`config.mk`:
```
export PLATFORM = sky130hd
export DESIGN_NAME = stopwatch_time_counter_flat
export DESIGN_NICKNAME = d
export VERILOG_FILES = /design/src/rtl/stopwatch_time_counter_pkg.sv /design/src/rtl/stopwatch_time_counter_if.sv /design/src/rtl/stopwatch_time_counter_bcd_digit_cnt.sv /design/src/rtl/stopwatch_time_counter.sv /design/src/flat_wrapper.sv
export SDC_FILE = /design/constraint.sdc
export NUM_CORES = 1
export LEC_CHECK = 0
export CAP_MARGIN = 10
export CORE_MARGIN = 5
export CORE_UTILIZATION = 49
export DETAILED_ROUTE_END_ITERATION = 12
export GPL_TIMING_DRIVEN = 0
export PLACE_DENSITY = 0.75
export REMOVE_ABC_BUFFERS = 1
export SYNTH_ARGS = -nofsm -noshare
export SYNTH_HDL_FRONTEND = slang
export SYNTH_SLANG_ARGS = --single-unit
```
`constraint.sdc`:
```
create_clock -name count_clock -period 4.2 [get_ports count_clock]
set_clock_uncertainty 0.2 [all_clocks]
set_input_delay 0.42 -clock count_clock [delete_from_list [all_inputs] [get_ports count_clock]]
set_output_delay 0.42 -clock count_clock [all_outputs]
set_load 0.02 [all_outputs]
```
`src/rtl/stopwatch_time_counter_pkg.sv`:
```
// Shared constants for the stopwatch time counter: digit widths, digit moduli, slice indices.
// Pure definitions; no latency, no backpressure.
package stopwatch_pkg;
    localparam int BCD_W  = 4;
    localparam int DIGITS = 6;

    localparam logic [BCD_W-1:0] HUN_MAX   = 4'd9;
    localparam logic [BCD_W-1:0] DEC_MAX   = HUN_MAX;
    localparam logic [BCD_W-1:0] SEC_T_MAX = 4'd5;
    localparam logic [BCD_W-1:0] MIN_T_MAX = 4'd5;

    localparam logic [DIGITS*BCD_W-1:0] TIME_MAX = 24'h595999;

    // Digit positions inside cnt_bcd/disp_bcd, LSB digit first
    localparam int DIG_HUN_U = 0;
    localparam int DIG_HUN_T = 1;
    localparam int DIG_SEC_U = 2;
    localparam int DIG_SEC_T = 3;
    localparam int DIG_MIN_U = 4;
    localparam int DIG_MIN_T = 5;

    typedef logic [DIGITS*BCD_W-1:0] time_bcd_t;

    function automatic logic [BCD_W-1:0] digit_of(time_bcd_t t, int idx);
        return t[idx*BCD_W +: BCD_W];
    endfunction
endpackage

```
`src/rtl/stopwatch_time_counter_if.sv`:
```
// Control levels in from the stopwatch state machine, live/latched time and pulses out.
// Level signals only; no handshake, no backpressure.
interface stopwatch_time_counter_if;
    import stopwatch_pkg::*;

    logic      clr;
    logic      Time_ce;
    logic      enable_lc;
    time_bcd_t cnt_bcd;
    time_bcd_t disp_bcd;
    logic      tick;
    logic      ovf;

    modport master (
        output clr, Time_ce, enable_lc,
        input  cnt_bcd, disp_bcd, tick, ovf
    );

    modport slave (
        input  clr, Time_ce, enable_lc,
        output cnt_bcd, disp_bcd, tick, ovf
    );
endinterface

```
`src/rtl/stopwatch_time_counter_bcd_digit_cnt.sv`:
```
// One BCD digit counting 0..MAX; carry is combinational so a whole cascade settles in one edge.
// Advances one step per cycle with inc=1; clr wins over inc.
module bcd_digit_cnt
    import stopwatch_pkg::*;
#(
    parameter logic [BCD_W-1:0] MAX = 4'd9
) (
    input  logic             count_clock,
    input  logic             count_reset,
    input  logic             clr,
    input  logic             inc,
    output logic [BCD_W-1:0] q,
    output logic             carry
);
    logic [BCD_W-1:0] r_q;

    always_ff @(posedge count_clock or posedge count_reset) begin
        if (count_reset) begin
            r_q <= '0;
        end else if (clr) begin
            r_q <= '0;
        end else if (inc) begin
            r_q <= (r_q == MAX) ? '0 : r_q + 1'b1;
        end
    end

    assign q     = r_q;
    assign carry = inc && (r_q == MAX);
endmodule

```
`src/rtl/stopwatch_time_counter.sv`:
```
// Prescaler + MM:SS.hh BCD cascade + display latch; tick/ovf registered one cycle after the advance, disp_bcd lags by one.
// No backpressure; STOPWATCH_SATURATE_EN selects hold-at-59:59.99 with sticky ovf instead of wrap.
module stopwatch_time_counter
    import stopwatch_pkg::*;
#(
    parameter int CLK_DIV = 100,
    parameter int PRE_W   = 16
) (
    input  logic                     count_clock,
    input  logic                     count_reset,
    stopwatch_time_counter_if.slave  bus
);
    localparam logic [PRE_W-1:0] PRE_LAST = PRE_W'(CLK_DIV - 1);

    logic [PRE_W-1:0] r_pre;
    logic             r_tick;
    logic             r_ovf;
    time_bcd_t        r_disp;
    time_bcd_t        w_cnt;
    logic [DIGITS-1:0] w_carry;
    logic             w_adv;
    logic             w_inc;

    assign w_adv = bus.Time_ce && !bus.clr && (r_pre == PRE_LAST);

    // Prescaler holds while Time_ce=0 so a pause keeps the partial period
    always_ff @(posedge count_clock or posedge count_reset) begin
        if (count_reset) begin
            r_pre <= '0;
        end else if (bus.clr) begin
            r_pre <= '0;
        end else if (bus.Time_ce) begin
            r_pre <= (r_pre == PRE_LAST) ? '0 : r_pre + 1'b1;
        end
    end

`ifdef STOPWATCH_SATURATE_EN
    logic w_at_max;
    assign w_at_max = (w_cnt == TIME_MAX);
    assign w_inc    = w_adv && !w_at_max;
`else
    assign w_inc = w_adv;
`endif

    bcd_digit_cnt #(.MAX(HUN_MAX)) u_hun_u (
        .count_clock(count_clock), .count_reset(count_reset), .clr(bus.clr), .inc(w_inc),
        .q(w_cnt[DIG_HUN_U*BCD_W +: BCD_W]), .carry(w_carry[DIG_HUN_U]));
    bcd_digit_cnt #(.MAX(HUN_MAX)) u_hun_t (
        .count_clock(count_clock), .count_reset(count_reset), .clr(bus.clr), .inc(w_carry[DIG_HUN_U]),
        .q(w_cnt[DIG_HUN_T*BCD_W +: BCD_W]), .carry(w_carry[DIG_HUN_T]));
    bcd_digit_cnt #(.MAX(DEC_MAX)) u_sec_u (
        .count_clock(count_clock), .count_reset(count_reset), .clr(bus.clr), .inc(w_carry[DIG_HUN_T]),
        .q(w_cnt[DIG_SEC_U*BCD_W +: BCD_W]), .carry(w_carry[DIG_SEC_U]));
    bcd_digit_cnt #(.MAX(SEC_T_MAX)) u_sec_t (
        .count_clock(count_clock), .count_reset(count_reset), .clr(bus.clr), .inc(w_carry[DIG_SEC_U]),
        .q(w_cnt[DIG_SEC_T*BCD_W +: BCD_W]), .carry(w_carry[DIG_SEC_T]));
    bcd_digit_cnt #(.MAX(DEC_MAX)) u_min_u (
        .count_clock(count_clock), .count_reset(count_reset), .clr(bus.clr), .inc(w_carry[DIG_SEC_T]),
        .q(w_cnt[DIG_MIN_U*BCD_W +: BCD_W]), .carry(w_carry[DIG_MIN_U]));
    bcd_digit_cnt #(.MAX(MIN_T_MAX)) u_min_t (
        .count_clock(count_clock), .count_reset(count_reset), .clr(bus.clr), .inc(w_carry[DIG_MIN_U]),
        .q(w_cnt[DIG_MIN_T*BCD_W +: BCD_W]), .carry(w_carry[DIG_MIN_T]));

    always_ff @(posedge count_clock or posedge count_reset) begin
        if (count_reset) begin
            r_tick <= 1'b0;
            r_ovf  <= 1'b0;
        end else begin
            r_tick <= w_inc;
`ifdef STOPWATCH_SATURATE_EN
            r_ovf  <= bus.clr ? 1'b0 : (r_ovf | (w_adv && w_at_max));
`else
            // Top digit carrying out means the whole count just wrapped
            r_ovf  <= w_carry[DIG_MIN_T];
`endif
        end
    end

    always_ff @(posedge count_clock or posedge count_reset) begin
        if (count_reset) begin
            r_disp <= '0;
        end else if (bus.enable_lc) begin
            r_disp <= w_cnt;
        end
    end

    assign bus.cnt_bcd  = w_cnt;
    assign bus.disp_bcd = r_disp;
    assign bus.tick     = r_tick;
    assign bus.ovf      = r_ovf;
endmodule

```
`src/flat_wrapper.sv`:
```
// flat-port wrapper written by rule: the top's interface ports become plain ports
module stopwatch_time_counter_flat import stopwatch_pkg::*;
#(
    parameter int CLK_DIV = 100,
    parameter int PRE_W   = 16
)
  (count_clock, count_reset, bus_clr, bus_Time_ce, bus_enable_lc, bus_cnt_bcd, bus_disp_bcd, bus_tick, bus_ovf);
  stopwatch_time_counter_if bus_i ();
  input  logic count_clock;
  input  logic count_reset;
  input wire logic [$bits(bus_i.clr)-1:0] bus_clr;
  input wire logic [$bits(bus_i.Time_ce)-1:0] bus_Time_ce;
  input wire logic [$bits(bus_i.enable_lc)-1:0] bus_enable_lc;
  output wire logic [$bits(bus_i.cnt_bcd)-1:0] bus_cnt_bcd;
  output wire logic [$bits(bus_i.disp_bcd)-1:0] bus_disp_bcd;
  output wire logic [$bits(bus_i.tick)-1:0] bus_tick;
  output wire logic [$bits(bus_i.ovf)-1:0] bus_ovf;
  assign bus_i.clr = bus_clr;
  assign bus_i.Time_ce = bus_Time_ce;
  assign bus_i.enable_lc = bus_enable_lc;
  assign bus_cnt_bcd = bus_i.cnt_bcd;
  assign bus_disp_bcd = bus_i.disp_bcd;
  assign bus_tick = bus_i.tick;
  assign bus_ovf = bus_i.ovf;
  stopwatch_time_counter #(.CLK_DIV(CLK_DIV), .PRE_W(PRE_W)) u_core (.count_clock(count_clock), .count_reset(count_reset), .bus(bus_i));
endmodule
```
==> results of run 1 <==
[routing by layer]
layer  GRT usage (%)  wire length [um]  vias to the layer above
met5               0                 0                        -
li1                -                 -                     1240
met3            3.88               355                       15
met1            22.5              3060                     1237
met2            25.8              3080                       60
met4            7.33               146                        0
[state kept, by name, indices dropped and copies added, names as in the netlist, 4 cells and up]
signal	flops
u_core.u_hun_t.q	4
u_core.u_min_t.q	4
u_core.u_sec_t.q	4
u_core.u_min_u.q	4
u_core.u_hun_u.q	4
u_core.bus.disp_bcd	24
u_core.r_pre	16
u_core.u_sec_u.q	4
[layout by cell type (no fill, tap or decap), types with 2 or more instances in the layout]
| cell type | netlist | final |
|---|---|---|
| ha_1 | 9 | 9 |
| nor2b_1 | 4 | 4 |
| nor3b_1 | 2 | 2 |
| a31oi_1 | 8 | 8 |
| xor2_1 | 4 | 4 |
| clkbuf_8 | 0 | 12 |
| and3_1 | 3 | 3 |
| inv_1 | 13 | 12 |
| nand3b_1 | 2 | 2 |
| a21oi_1 | 22 | 22 |
| and3b_1 | 2 | 2 |
| nor3_1 | 5 | 5 |
| or3_1 | 11 | 11 |
| o21ai_0 | 32 | 32 |
| nand3_1 | 13 | 13 |
| or3b_1 | 2 | 2 |
| o31ai_1 | 4 | 4 |
| mux2_2 | 24 | 24 |
| or4_1 | 4 | 4 |
| clkdlybuf4s50_1 | 0 | 54 |
| nor4_1 | 3 | 3 |
| dfrtp_1 | 66 | 66 |
| nor2_1 | 12 | 12 |
| nand2_1 | 30 | 30 |
| nand4_1 | 5 | 5 |
| nand4_2 | 2 | 2 |
[worst max-delay path, stage by stage (launching register included)]
cell and delay, ns:
dfrtp_1 0.41, ha_1 0.25, or4b_4 0.51, nor4_4 0.60, nand3_1 0.40, or4_1 0.56
a21oi_1 0.16
[worst max-delay path by stage]
stage / startpoint / end / slack [ns] / depth (start not counted)
after floorplan: u_core.r_pre[0]$_DFFE_PP0P_ / u_core.u_min_t.q[3]$_DFFE_PP0P_ / 1.42 / 6
after global placement: bus_clr / u_core.u_min_t.q[3]$_DFFE_PP0P_ / 0.70 / 6
after detailed placement: bus_clr / u_core.u_min_t.q[3]$_DFFE_PP0P_ / 0.63 / 6
after CTS: u_core.r_pre[0]$_DFFE_PP0P_ / u_core.u_min_t.q[3]$_DFFE_PP0P_ / 1.0 / 6
after global routing: bus_clr / u_core.u_min_t.q[3]$_DFFE_PP0P_ / 0.70 / 6
final: u_core.r_pre[0]$_DFFE_PP0P_ / u_core.u_min_t.q[3]$_DFFE_PP0P_ / 1.00 / 6
[stage by stage]
step                cells  hold slack [ns]
floorplan             298            0.244
global placement      429            0.269
detailed placement    430            0.281
CTS                   445            0.296
global route          445            0.318
finish                445            0.295
[cells by family after synthesis]
family	share of synthesized area (%)
and+or+nand+nor	19.3
AOI/OAI and AO/OA	12.6
DFF	51.2
buffers and inverters	3.30
muxes	8.70
adders and majority gates	3.49
xor gates and xnor gates	1.36
[final cells by class]
cell class,count,area [um2],share of cell area [%]
clock inverters,2,35.0,0.870
inverters,13,48.8,1.21
well taps,77,96.3,2.39
multi-input cells,219,1470,36.4
flip-flops and latches,66,1650,41.0
repair buffers,55,561,13.9
clock buffers,13,169,4.20
[Yosys cell counts (3+ instances only)]
| cell type | n |
|---|---|
| ha_1 | 9 |
| inv_1 | 13 |
| nor3_1 | 5 |
| or4_1 | 4 |
| nor4_1 | 3 |
| nand3_1 | 13 |
| xor2_1 | 4 |
| a21oi_1 | 22 |
| nor2b_1 | 4 |
| dfrtp_1 | 66 |
| o31ai_1 | 4 |
| o21ai_0 | 32 |
| or3_1 | 11 |
| and3_1 | 3 |
| nand4_1 | 5 |
| nor2_1 | 12 |
| mux2_2 | 24 |
| a31oi_1 | 8 |
| nand2_1 | 30 |
| clkbuf_1 | 10 |
[power groups by stage]
| stage | combinational [mW] | clock [mW] | sequential [mW] |
|---|---|---|---|
| floorplan | 0.0256 | 0 | 0.651 |
| global placement | 0.0457 | 0 | 0.651 |
| detailed placement | 0.0488 | 0 | 0.651 |
| CTS | 0.0488 | 0.553 | 0.639 |
| global route | 0.0544 | 0.580 | 0.639 |
| finish | 0.0471 | 0.539 | 0.639 |
==> metrics.md, run 1 <==
| Metric | Value |
|---|---|
| Status | `finished, final reports clean` |
| Pint | `0.970 mW` |
| Die Wd | `91.1 um` |
| Wire length per cell | `14.9 um` |
| Reg2reg end | `u_core.u_min_t.q[3]$_DFFE_PP0P_` |
| Worst endpoint required time | `4.24 ns` |
| Row cnt | `29` |
| EDFF count, synth | `0` |
| Pins Over Slew Limit | `0` |
| CTS tree | `done` |
| CTS root buffer | `clkbuf_8` |
| Post-synthesis async set-or-reset flop share | `100%` |
| GR Util All Layers | `16.7%` |
| Die Span Y | `91.1 um` |
| Share of cells above drive strength 1 | `13.3%` |
| I/O pin cnt | `55` |
| Mapped cell area | `3220 um2` |
| Synth-to-layout area growth | `24.9%` |
| Slew margin rel. | `22.1%` |
| R2R Path Start | `u_core.r_pre[0]$_DFFE_PP0P_` |
| Number of global-route vias before repair | `2,459` |
| R2r setup slk | `1.00 ns` |
| Worst EP arrival | `3.23 ns` |
| Worst slew pin tran | `1.16 ns` |
| Synth top area cells | `dfrtp_1 (51%), mux2_2 (8.4%), o21ai_0 (5.0%)` |
| Dominant cell type by area after synthesis | `dfrtp_1` |
| Gpl congestion | `0.804` |
| Die area | `8300 um2` |
| Final WL | `6640 um` |
| Worst r2r path cells | `6` |
| Share of the yosys chip area belonging to registers | `51.2%` |
| Ant diodes | `0` |
| Fin. Hold Viols | `0` |
| Reg power frac | `52.2%` |
| Min-Delay Endpoint | `u_core.r_pre[15]$_DFFE_PP0P_` |
| First-pass GRT wire length | `11,600 um` |
| DRT antenna net count | `0` |
| Worst skew pair latency | `0.33 ns` |
| Fmax | `313 MHz` |
| Initial Util | `50.5%` |
| Via count | `2,552` |
| Pre-CTS WS | `0.635 ns` |
| Yosys Warn Count | `0` |
| H-tree levels | `3` |
| Cts hold-fix bufs | `0` |
| Combinational cell fraction of total power | `3.8%` |
| Drt drc | `0` |
| Setup crit start kind | `flip-flop` |
| Hold depth | `1` |
| Fill cells | `538` |
| Dpl cell area | `3820 um2` |
| Cells after synthesis | `311` |
| Total Nets Final | `378` |
| Power density cells | `304 nW/um2` |
| Final Core Density | `63.0%` |
| Detailed Route Iter0 Violations | `94` |
| Vias per Instance | `5.73` |
| Worst hold path type | `reg -> reg` |
| Antenna violations before repair | `0` |
| PnR worst setup slack | `1.00 ns` |
| Core area | `6390 um2` |
| Post-synth top area share | `51.2%` |
| Unrepaired setup endpoints after global routing | `false` |
| Max Root-Sink Buffers | `2` |
| Clock slew at reported path FFs | `0.07 ns` |
| Hold_sp | `u_core.r_pre[15]$_DFFE_PP0P_` |
| Top_reg_cell synth | `dfrtp_1` |
| Clock power share | `44.0%` |
| Post-synthesis register bit count | `66` |
| Clock period minus worst slack | `3.20 ns` |
| Largest net degree at the start of global routing | `36` |
| CTS resizes | `0` |
| Switching Share | `20.8%` |
| # Max-Cap Violations | `0` |
| TNS Setup | `0 ns` |
| Worst-path fanout max | `11` |
| Peak supply drop | `0.248 mV` |
| Post-DP HPWL | `4560 um` |
| Postcts setup bufs | `0` |
| Final period utilization | `76.1%` |
| Number of buffers added on ports | `54` |
| CTS buffer count | `9` |
| Unique cell type count in the Yosys netlist | `44` |
| Crit Path Category | `reg -> reg` |
| Final instance area | `4030 um2` |
| Leakage | `1.73 nW` |
| Remaining Overflow, GRT | `0` |
| Syn_area_per_cell | `10.4 um2` |
| Clk sink count | `66` |
| NetSw | `0.255 mW` |
| Power consumption | `1.23 mW` |
| # setup viols final | `0` |
| DR pass1 iterations | `4` |
| CP Capture Type | `flip-flop` |
(Power assumes the default switching activity.)
==> run 2: changes to the inputs <==
Settings changed: CORE_UTILIZATION 49 to 48, PLACE_DENSITY 0.75 to 0.76.
Clock period 4.2 ns to 2.7 ns, I/O delays scaled along.
==> metrics.md, run 2 (synthesized netlist as in run 1, its figures left out) <==
| Metric | Value |
|---|---|
| Largest net degree at the start of global routing | `40` |
| Setup crit start kind | `flip-flop` |
| WP buf/inv | `1` |
| Critical Path Source | `u_core.r_pre[1]$_DFFE_PP0P_` |
| CTS tree | `done` |
| Reg power frac | `54.2%` |
| Commonest non-fill, non-tap cell in the layout | `dfrtp_1` |
| Peak supply drop | `0.275 mV` |
| Die Span Y | `91.9 um` |
| I/O pin cnt | `55` |
| NetSw | `0.425 mW` |
| Leakage | `1.76 nW` |
| Row cnt | `29` |
| H-tree levels | `3` |
| Final instance area | `4120 um2` |
| Die area | `8450 um2` |
| Initial Util | `49.9%` |
| TNS Setup | `0 ns` |
| Vias per Instance | `5.71` |
| Worst-path fanout max | `10` |
| CP Capture Type | `flip-flop` |
| Pins Over Slew Limit | `0` |
| Cts hold-fix bufs | `0` |
| Crit path max-delay cell type | `or4b_4` |
| Worst hold path type | `in -> async` |
| Fmax | `385 MHz` |
| # setup viols final | `0` |
| R2R Path Start | `u_core.r_pre[1]$_DFFE_PP0P_` |
| CTS buffer count | `9` |
| Crit Path Category | `reg -> reg` |
| Clock slew at reported path FFs | `0.07 ns` |
| Worst skew pair latency | `0.34 ns` |
| Synth-to-layout area growth | `27.8%` |
| Worst slew pin tran | `1.14 ns` |
| Crit path largest cell delay | `0.50 ns` |
| Slew margin rel. | `24.1%` |
| Number of global-route vias before repair | `2,441` |
| First-pass GRT wire length | `11,900 um` |
| Fin. Hold Viols | `0` |
| Pint | `1.41 mW` |
| Switching Share | `23.1%` |
| Core area | `6460 um2` |
| Antenna violations before repair | `0` |
| Gpl congestion | `0.802` |
| Number of buffers added on ports | `54` |
| Detailed Route Iter0 Violations | `97` |
| Max reg flops | `24` |
| Max Root-Sink Buffers | `2` |
| Largest delay share family, worst path | `simple AND/OR/NAND/NOR gates` |
| DRT antenna net count | `0` |
| GR Util All Layers | `17.4%` |
| Most frequent cells in the layout | `dfrtp_1 (65), clkdlybuf4s50_1 (53), o21ai_0 (32)` |
| CTS root buffer | `clkbuf_8` |
| Wire length per cell | `15.7 um` |
| DR pass1 iterations | `4` |
| Dpl cell area | `3820 um2` |
| CP cell instances | `ha_4 > or4b_4 > nor4_4 > buf_4 > nand3_4 > or4_1 > a21oi_1` |
| Clk sink count | `66` |
| Share of cells above drive strength 1 | `16.4%` |
| Total Nets Final | `384` |
| Power density cells | `446 nW/um2` |
| Via count | `2,571` |
| Final Core Density | `63.8%` |
| Fill cells | `519` |
| Clock power share | `41.5%` |
| Worst EP arrival | `2.65 ns` |
| Power consumption | `1.84 mW` |
| Remaining Overflow, GRT | `0` |
| # Max-Cap Violations | `0` |
| Status | `finished, final reports clean` |
| Drt drc | `0` |
| Clock period minus worst slack | `2.60 ns` |
| Ant diodes | `0` |
| Combinational cell fraction of total power | `4.3%` |
| Final WL | `7080 um` |
| Final period utilization | `96.3%` |
| Post-DP HPWL | `4600 um` |
| Die Wd | `91.9 um` |
| Worst endpoint required time | `2.75 ns` |
run 2: changes by cell type in the layout (fill, tap and decap cells not counted), sizes merged:
cell           change
dlygate4sd2        +1
clkdlybuf4s50      -1
buf                +5
clkinvlp           +1
bufinv             -1
run 2: what timing repair did:
item	4_1_cts	5_1_grt
setup endpoints to repair	33	21
cloned	0	0
gates resized for setup	2	12
buffers inserted	1	5
pin swaps	1	2
run 2: through the flow:
stage | worst slack [ns] | instances | hold WS [ns]
5_1_grt | -0.00224 | 450 | 0.291
3_5_place_dp | -0.717 | 430 | 0.275
3_3_place_gp | -0.666 | 429 | 0.266
6_report | 0.0994 | 450 | 0.210
4_1_cts | 0.0700 | 445 | 0.244
2_1_floorplan | -0.0778 | 298 | 0.133
run 2: final timing paths:
path                                                 endpoint  slack, ns  depth (start not counted)
min reg2reg                      u_core.r_pre[15]$_DFFE_PP0P_       0.29                          1
max                           u_core.u_min_t.q[3]$_DFFE_PP0P_        0.1                          7
min in group count_clock         u_core.r_pre[15]$_DFFE_PP0P_       0.29                          1
min                           u_core.u_min_t.q[0]$_DFFE_PP0P_       0.21                          2
max in group asynchronous  u_core.bus.disp_bcd[4]$_DFFE_PP0P_       1.46                          3
max reg2reg                   u_core.u_min_t.q[3]$_DFFE_PP0P_        0.1                          7
run 2: worst register-to-register path: cells and delay by family, from the launching register on:
kind	cells	cell delay (ns)
and+or+nand+nor	4	1.36
DFF	1	0.43
adders and majority gates	1	0.18
buffers and inverters	1	0.18
AOI/OAI and AO/OA	1	0.18
run 2: power groups by stage:
stage	logic [mW]	registers, mW	clock network, mW
2_1_floorplan	0.0398	1.01	0
3_3_place_gp	0.0711	1.01	0
3_5_place_dp	0.0765	1.01	0
4_1_cts	0.0768	0.994	0.777
5_1_grt	0.0891	0.995	0.819
6_report	0.0791	0.995	0.764
run 2: cell type report:
cell class                 count  area [um2]  area share (%)
timing repair buffer          61         606            14.7
clock buffer                  12         165            4.01
clock inverter                 2        12.5           0.304
multi-input combinational    219        1540            37.3
sequential                    66        1650            40.1
tap                           77        96.3            2.34
inverter                      13        48.8            1.19
run 2: per-layer routing:
layer	vias to the layer above	track usage (%)	routed length [um]
met2	56	27.6	3350
li1	1251	-	-
met1	1251	22.8	3250
met4	0	8.66	159
met5	-	0	0
met3	13	3.68	316
